`src/rtl/pipe_ctrl_pkg.sv`:
```
// Shared types and constants for the pipeline sequencing controller.
// The optional performance counters are enabled with PIPE_CTRL_PERF_EN.
package pipe_ctrl_pkg;

  typedef enum logic {
    RUN      = 1'b0,
    MDU_WAIT = 1'b1
  } state_t;

  // x0 is hardwired to zero, so a load that targets it never creates a hazard.
  localparam int REG_ZERO = 0;

  // The MDU wait counter is never narrower than one bit.
  localparam int CNT_W_MIN = 1;

  function automatic int cnt_width(input int lat);
    int w;
    w = $clog2(lat);
    return (w < CNT_W_MIN) ? CNT_W_MIN : w;
  endfunction

endpackage

```
`src/rtl/pipe_ctrl_hazard_detect.sv`:
```
// Load-use hazard compare between the instruction in ID and a load in EX.
module hazard_detect
  import pipe_ctrl_pkg::*;
#(
  parameter int REG_AW = 5
) (
  input  logic [REG_AW-1:0] id_rs1,
  input  logic [REG_AW-1:0] id_rs2,
  input  logic              id_use_rs1,
  input  logic              id_use_rs2,
  input  logic [REG_AW-1:0] ex_rd,
  input  logic              ex_mem_read,
  output logic              load_use
);

  localparam logic [REG_AW-1:0] RD_ZERO = REG_AW'(REG_ZERO);

  logic rs1_hit;
  logic rs2_hit;

  assign rs1_hit  = id_use_rs1 && (id_rs1 == ex_rd);
  assign rs2_hit  = id_use_rs2 && (id_rs2 == ex_rd);
  assign load_use = ex_mem_read && (ex_rd != RD_ZERO) && (rs1_hit || rs2_hit);

endmodule

```
`src/rtl/pipe_ctrl.sv`:
```
// Stall/flush/freeze sequencing for the 5-stage core (load-use, branch, MDU).
// Define PIPE_CTRL_PERF_EN to build the stall and redirect counters.
module pipe_ctrl
  import pipe_ctrl_pkg::*;
#(
  parameter int MDU_LAT = 4,
  parameter int REG_AW  = 5
) (
  input  logic              clk,
  input  logic              rst,
  input  logic [REG_AW-1:0] id_rs1,
  input  logic [REG_AW-1:0] id_rs2,
  input  logic              id_use_rs1,
  input  logic              id_use_rs2,
  input  logic [REG_AW-1:0] ex_rd,
  input  logic              ex_mem_read,
  input  logic              ex_is_mdu,
  input  logic              ex_branch_taken,
  output logic              pc_we,
  output logic              if_id_en,
  output logic              if_id_flush,
  output logic              id_ex_en,
  output logic              id_ex_flush,
  output logic              ex_mem_flush,
  output logic [31:0]       stall_cnt,
  output logic [31:0]       flush_cnt
);

  localparam int             CNT_W     = cnt_width(MDU_LAT);
  localparam bit             MDU_MULTI = (MDU_LAT > 1);
  localparam logic [CNT_W-1:0] CNT_LOAD = MDU_MULTI ? CNT_W'(MDU_LAT - 2) : '0;

  state_t           state;
  state_t           state_nxt;
  logic [CNT_W-1:0] cnt;
  logic [CNT_W-1:0] cnt_nxt;
  logic             load_use;

  hazard_detect #(
    .REG_AW (REG_AW)
  ) u_hazard_detect (
    .id_rs1      (id_rs1),
    .id_rs2      (id_rs2),
    .id_use_rs1  (id_use_rs1),
    .id_use_rs2  (id_use_rs2),
    .ex_rd       (ex_rd),
    .ex_mem_read (ex_mem_read),
    .load_use    (load_use)
  );

  always_ff @(posedge clk or posedge rst) begin
    if (rst) begin
      state <= RUN;
      cnt   <= '0;
    end else begin
      state <= state_nxt;
      cnt   <= cnt_nxt;
    end
  end

  // Outputs are combinational so an asynchronous reset takes effect mid-cycle.
  always_comb begin
    state_nxt    = state;
    cnt_nxt      = cnt;
    pc_we        = 1'b1;
    if_id_en     = 1'b1;
    if_id_flush  = 1'b0;
    id_ex_en     = 1'b1;
    id_ex_flush  = 1'b0;
    ex_mem_flush = 1'b0;

    case (state)
      RUN: begin
        if (ex_branch_taken) begin
          if_id_flush = 1'b1;
          id_ex_flush = 1'b1;
        end else if (ex_is_mdu && MDU_MULTI) begin
          pc_we        = 1'b0;
          if_id_en     = 1'b0;
          id_ex_en     = 1'b0;
          ex_mem_flush = 1'b1;
          cnt_nxt      = CNT_LOAD;
          state_nxt    = MDU_WAIT;
        end else if (load_use) begin
          pc_we       = 1'b0;
          if_id_en    = 1'b0;
          id_ex_flush = 1'b1;
        end
      end
      MDU_WAIT: begin
        // The final wait cycle lets the result advance; ex_is_mdu is still
        // high here for the same op, so it must not re-enter the wait.
        if (cnt != '0) begin
          pc_we        = 1'b0;
          if_id_en     = 1'b0;
          id_ex_en     = 1'b0;
          ex_mem_flush = 1'b1;
          cnt_nxt      = cnt - CNT_W'(1);
        end else begin
          state_nxt = RUN;
        end
      end
      default: begin
        state_nxt = RUN;
        cnt_nxt   = '0;
      end
    endcase

    if (rst) begin
      pc_we        = 1'b0;
      if_id_en     = 1'b0;
      id_ex_en     = 1'b0;
      if_id_flush  = 1'b1;
      id_ex_flush  = 1'b1;
      ex_mem_flush = 1'b1;
    end
  end

`ifdef PIPE_CTRL_PERF_EN
  logic branch_act;

  assign branch_act = (state == RUN) && ex_branch_taken && !rst;

  always_ff @(posedge clk or posedge rst) begin
    if (rst) begin
      stall_cnt <= '0;
      flush_cnt <= '0;
    end else begin
      if (!pc_we)     stall_cnt <= stall_cnt + 32'd1;
      if (branch_act) flush_cnt <= flush_cnt + 32'd1;
    end
  end
`else
  assign stall_cnt = '0;
  assign flush_cnt = '0;
`endif

endmodule

```
`config.mk`:
```
export PLATFORM = sky130hd
export DESIGN_NAME = pipe_ctrl
export DESIGN_NICKNAME = d
export VERILOG_FILES = /design/src/rtl/pipe_ctrl_pkg.sv /design/src/rtl/pipe_ctrl_hazard_detect.sv /design/src/rtl/pipe_ctrl.sv
export SDC_FILE = /design/constraint.sdc
export NUM_CORES = 1
export LEC_CHECK = 0
export CORE_UTILIZATION = 28
export DETAILED_ROUTE_END_ITERATION = 12
export HOLD_SLACK_MARGIN = 0.1
export PLACE_DENSITY = 0.88
export RECOVER_POWER = 25
export SLEW_MARGIN = 10
export SYNTH_ARGS = -nofsm -noshare
export SYNTH_HDL_FRONTEND = slang
export SYNTH_HIERARCHICAL = 1
export SYNTH_SLANG_ARGS = --single-unit
```
`constraint.sdc`:
```
create_clock -name clk -period 2.1 [get_ports clk]
set_input_delay 0.315 -clock clk [delete_from_list [all_inputs] [get_ports clk]]
set_output_delay 0.315 -clock clk [all_outputs]
set_load 0.01 [all_outputs]
```
# After elaboration in Yosys (flattened, before gate mapping)
# Cells that the tools add are included.
[word_totals]
inputBits = 22
output_inout_bits = 70
wordCells = 44
ff_bits = 3
[op_classes]
bitwise = 1
n_addsub = 1
reduce_logical = 8
n_mux = 27
eq_ne = 5
[op_table]
columns = ["operator", "n"]
rows = [
  ["$mux W1", 20],
  ["$eq A5 B5 Y1", 2],
  ["$mux W2", 3],
  ["$pmux W1 S2", 3],
  ["$reduce_bool A5 Y1", 1],
  ["$logic_and A1 B1 Y1", 4],
  ["$ne A2 B2 Y1 const B", 2],
  ["$pmux W2 S2", 1],
  ["$reduce_and A3 Y1", 1],
  ["$ne A2 B1 Y1 const B", 1],
  ["$reduce_bool A2 Y1", 1],
  ["$sub A2 B1 Y2 const B", 1],
  ["$logic_or A1 B1 Y1", 1],
  ["$not A1 Y1", 1],
]

# Longest topological paths before layout
[depth]
depth_word = 9
depth_mapped = 7
mapped_depth_nobuf = 6

# Modules after synthesis
# The synthesis kept the hierarchy.
[modules_own_cells]
columns = ["mod", "area_each_um2", "n_inst", "seq_area_each_um2", "cells_per_inst"]
rows = [
  ["pipe_ctrl", 703.2, 1, 75.1, 88],
  ["hazard_detect", 133.9, 1, 0.0, 17],
]

# Worst setup path before layout
# Ideal clock, no wire load.
[synth_path]
path_type = "input to output"
startpoint = "input port ex_rd[0]"
endpoint = "output port pc_we"
required_ns = 1.785
cell_stages = 6
arrival_time_ns = 1.682
n_path_buf = 1
setup_slack_ns = 0.103
path_cell_list = "or4_1 o21ai_1 a21oi_1 o21a_1 nor3_1 buf_4"
[synth_via]
elab_chain_len = 9
elab_cells_between_ends = 13
cone_classes = "2 x eq/ne; 5 x mux; 6 x reduce/logical"
[synth_rtl]
columns = ["item", "line", "text"]
rows = [
  ["from (decl)", "pipe_ctrl.sv:15", "input logic [REG_AW-1:0] ex_rd,"],
  ["$eq A5 B5 Y1 (on tied branches)", "pipe_ctrl_hazard_detect.sv:21, pipe_ctrl_hazard_detect.sv:22", ""],
  ["$logic_and A1 B1 Y1 (on tied branches)", "pipe_ctrl_hazard_detect.sv:21, pipe_ctrl_hazard_detect.sv:22", ""],
  ["$logic_or A1 B1 Y1", "pipe_ctrl_hazard_detect.sv:23", "assign load_use = ex_mem_read && (ex_rd != RD_ZERO) && (rs1_hit || rs2_hit);"],
  ["$logic_and A1 B1 Y1 (*)", "pipe_ctrl_hazard_detect.sv:23", ""],
  ["via load_use", "pipe_ctrl.sv:37", "logic load_use;"],
  ["$mux W1 (*) (3 in series)", "--", ""],
  ["$pmux W1 S2 (*)", "--", ""],
  ["$mux W1 (*)", "--", ""],
  ["to (decl)", "pipe_ctrl.sv:19", "output logic pc_we,"],
]
# Mark *: on every way through the listed nets, which the timed path passes. The rest lies on a longest branch.

# Final worst setup path
[layout_path]
startpoint = "input port rst"
endpoint = "output port if_id_flush"
[layout_via]
elab_chain_len = 1
[layout_rtl]
columns = ["item", "line", "text"]
rows = [
  ["from (decl)", "pipe_ctrl.sv:10", "input logic rst,"],
  ["$mux W1", "pipe_ctrl.sv:109", "if (rst) begin"],
  ["to (decl)", "pipe_ctrl.sv:21", "output logic if_id_flush,"],
]
# Every way passes these cells.

==> impl_metrics.tcl <==
set metrics [dict create \
    p_leak_nw 0.564 \
    dr.pass1.iters 8 \
    grt_overflow 0 \
    slowest_stage "clkdlybuf4s50_1" \
    dieArea_um2 3210 \
    cp_top_family "buffers and inverters" \
    cts_tree "yes" \
    intPower_mw 0.354 \
    setup_violations 0 \
    final_common_cell "conb_1" \
    vias 571 \
    clk_latency_ps 230 \
    rsz0062_at_grt "no" \
    drc 16 \
    period_minus_slack_ps 2000 \
    p_sw_mw 0.251 \
    dr.first_iter.drc_count 24 \
    cts.sinks 3 \
    violations "design-rule violations" \
    grt_usage_pct 8.10 \
    cp.required_ps 1780 \
    crit_chain "clkdlybuf4s50_1 > inv_1 > o21ai_0 > clkdlybuf4s50_1" \
    outcome "complete, but fails checks" \
    crit_top_cell "clkdlybuf4s50_1" \
    via_per_inst 3.36 \
    layout_common_cells "64 x conb_1, 9 x clkdlybuf4s50_1, 6 x clkbuf_2, 6 x xor2_1" \
    finClkSkew_ps 2.67 \
    antenna_found_initial 0 \
    finalInstanceArea_um2 965 \
    ioPinCount 92 \
    ys_seq_area_share_pct 8.97 \
    clkPwrFrac_pct 16.4 \
    numPortBuffers 27 \
    cts.clk_slew.worst_paths_ps 40 \
    gp_congestion 0.668 \
    fin_setup_tns_ps 0 \
    powerDensity_nw_per_um2 628 \
    ys_ff_latch 3 \
    syn_inst 105 \
    drt.antenna.violating_nets 0 \
    report.final.slew_viol_count 0 \
    start_util_pct 29.8 \
    crit_type "in2out" \
    die_w_um 56.7 \
    fin_crit_sh_pct 95.2 \
    ir_worst_vdd_mv 0.481 \
    timing.fmax_mhz 500 \
    row_count 19 \
    die_h_um 56.7 \
    synth.distinct_cells 23 \
    critPathMaxStageDelay_ps 570 \
    syn_to_final_growth_pct 15.2 \
    fill_cells 296 \
    avgSynthCellArea_um2 7.97 \
    pre_cts_ws_ps -704 \
    post_dp_cell_area_um2 925 \
    cp.buffers_inverters 3 \
    p_sw_share_pct 41.5 \
    end_kind "primary output" \
    layout_setup_ws_ps 101 \
    hp-class "in2async" \
    grt_max_degree 7 \
    routed_wl_mm 1.40 \
    coreArea_um2 2810 \
    cp.arrival_ps 1680 \
    htreeDepth 1 \
    fin_nets 163 \
    wl_per_cell_um 8.24 \
    cts_buffers 3 \
    synth_area_um2 837 \
    pwr-share-comb_pct 66.1 \
    clockBufferDepth 2 \
    grt_first_pass_wirelength_mm 1.90 \
    critPathMaxFanout 6 \
    root_buffer "clkbuf_4" \
    finalHoldViolCount 0 \
    drive_gt1_share_pct 23.0 \
    pwr-share-seq_pct 17.5 \
    cp-start-kind "primary input" \
    hpwl_mm 1.14 \
    antennaDiodeCount 0 \
    yosysWarnings 6 \
    grt_pass1_vias 440 \
    cap_violations 0 \
]
## cell families (layout without fill, tap and decap cells)
kind of cell	count (synthesis)	count (layout)	share of synthesized area, %
flops	3	3	8.97
buf+inv	70	41	60.5
xor+xnor	10	10	10.5
fa+ha+maj	1	1	1.49
compound gates	9	9	8.52
other cells	1	64	0.448
simple gates	11	11	9.57
## power groups by stage
| stage | clock network (mW) | registers, mW | logic (mW) |
|---|---|---|---|
| final | 0.0991 | 0.106 | 0.401 |
| after global routing | 0.107 | 0.109 | 0.438 |
| after CTS | 0.105 | 0.106 | 0.398 |
| after detailed placement | 0 | 0.106 | 0.400 |
| after global placement | 0 | 0.104 | 0.389 |
| after floorplan | 0 | 0.102 | 0.357 |
## final timing paths
kind                       startpoint          end  slack, ps  cells past startpoint
setup / recovery                  rst  if_id_flush        100                      4
hold / removal                    rst       cnt[1]        400                      2
setup reg to reg               cnt[0]       cnt[1]        960                      5
hold reg to reg                cnt[1]       cnt[1]        530                      1
max in group asynchronous         rst       cnt[0]       1490                      2
min in group clk               cnt[1]       cnt[1]        530                      1
## flip-flops by register name, summed over array words and instances, names as in the netlist
| signal | flops |
|---|---|
| state | 1 |
| cnt | 2 |
## stage by stage
stage	power [mW]	hold WS [ps]	util [%]	instances
global placement	0.493	506	33.0	165
finish	0.606	400	34.4	170
global route	0.654	408	34.4	170
detailed placement	0.506	523	33.0	165
floorplan	0.459	112	-	168
CTS	0.608	384	33.7	170
## routing by layer
| layer | global-route usage, % | vias up | share of wire (%) |
|---|---|---|---|
| met1 | 6.71 | 258 | 30 |
| met5 | 0 | - | 0 |
| met2 | 16.7 | 43 | 61 |
| met4 | 5.36 | 0 | 3.0 |
| li1 | - | 266 | - |
| met3 | 1.61 | 4 | 6.3 |
## final cells by class
type / count / area [µm²] / area share (%)
Timing Repair Buffer: 32 / 270 / 28.0
Sequential cell: 3 / 75.1 / 7.78
Tap cell: 31 / 38.8 / 4.02
Inverter: 5 / 18.8 / 1.95
Clock buffer: 4 / 26.3 / 2.72
Multi-Input combinational cell: 95 / 536 / 55.5
## what timing repair did
item | CTS | global route
setup buffers | 1 | 0
hold buffers | 0 | 0
endpoints found under the setup margin | 5 | 4
resized for setup | 25 | 23
pin swaps | 7 | 10
cloned | 0 | 0
## cells in the mapped netlist, drive strengths merged
library cell  number  area share [%]
a2bb2oi            1             1.8
a21o               1             1.8
a21oi              2             1.2
ha                 1             1.5
nor2b              1             1.6
nand2              1            0.45
nand3              2             1.2
o21ai              4             2.8
nor4               2             2.2
dfrtp              3             9.0
buf               65              58
nor2               2            0.90
or4                1            0.90
xnor2              2             2.1
nor3               1            0.60
conb               1            0.45
nand2b             1             1.6
o21a               1            0.90
inv                5             2.2
xor2               8             8.4
(Power assumes the default switching activity.)
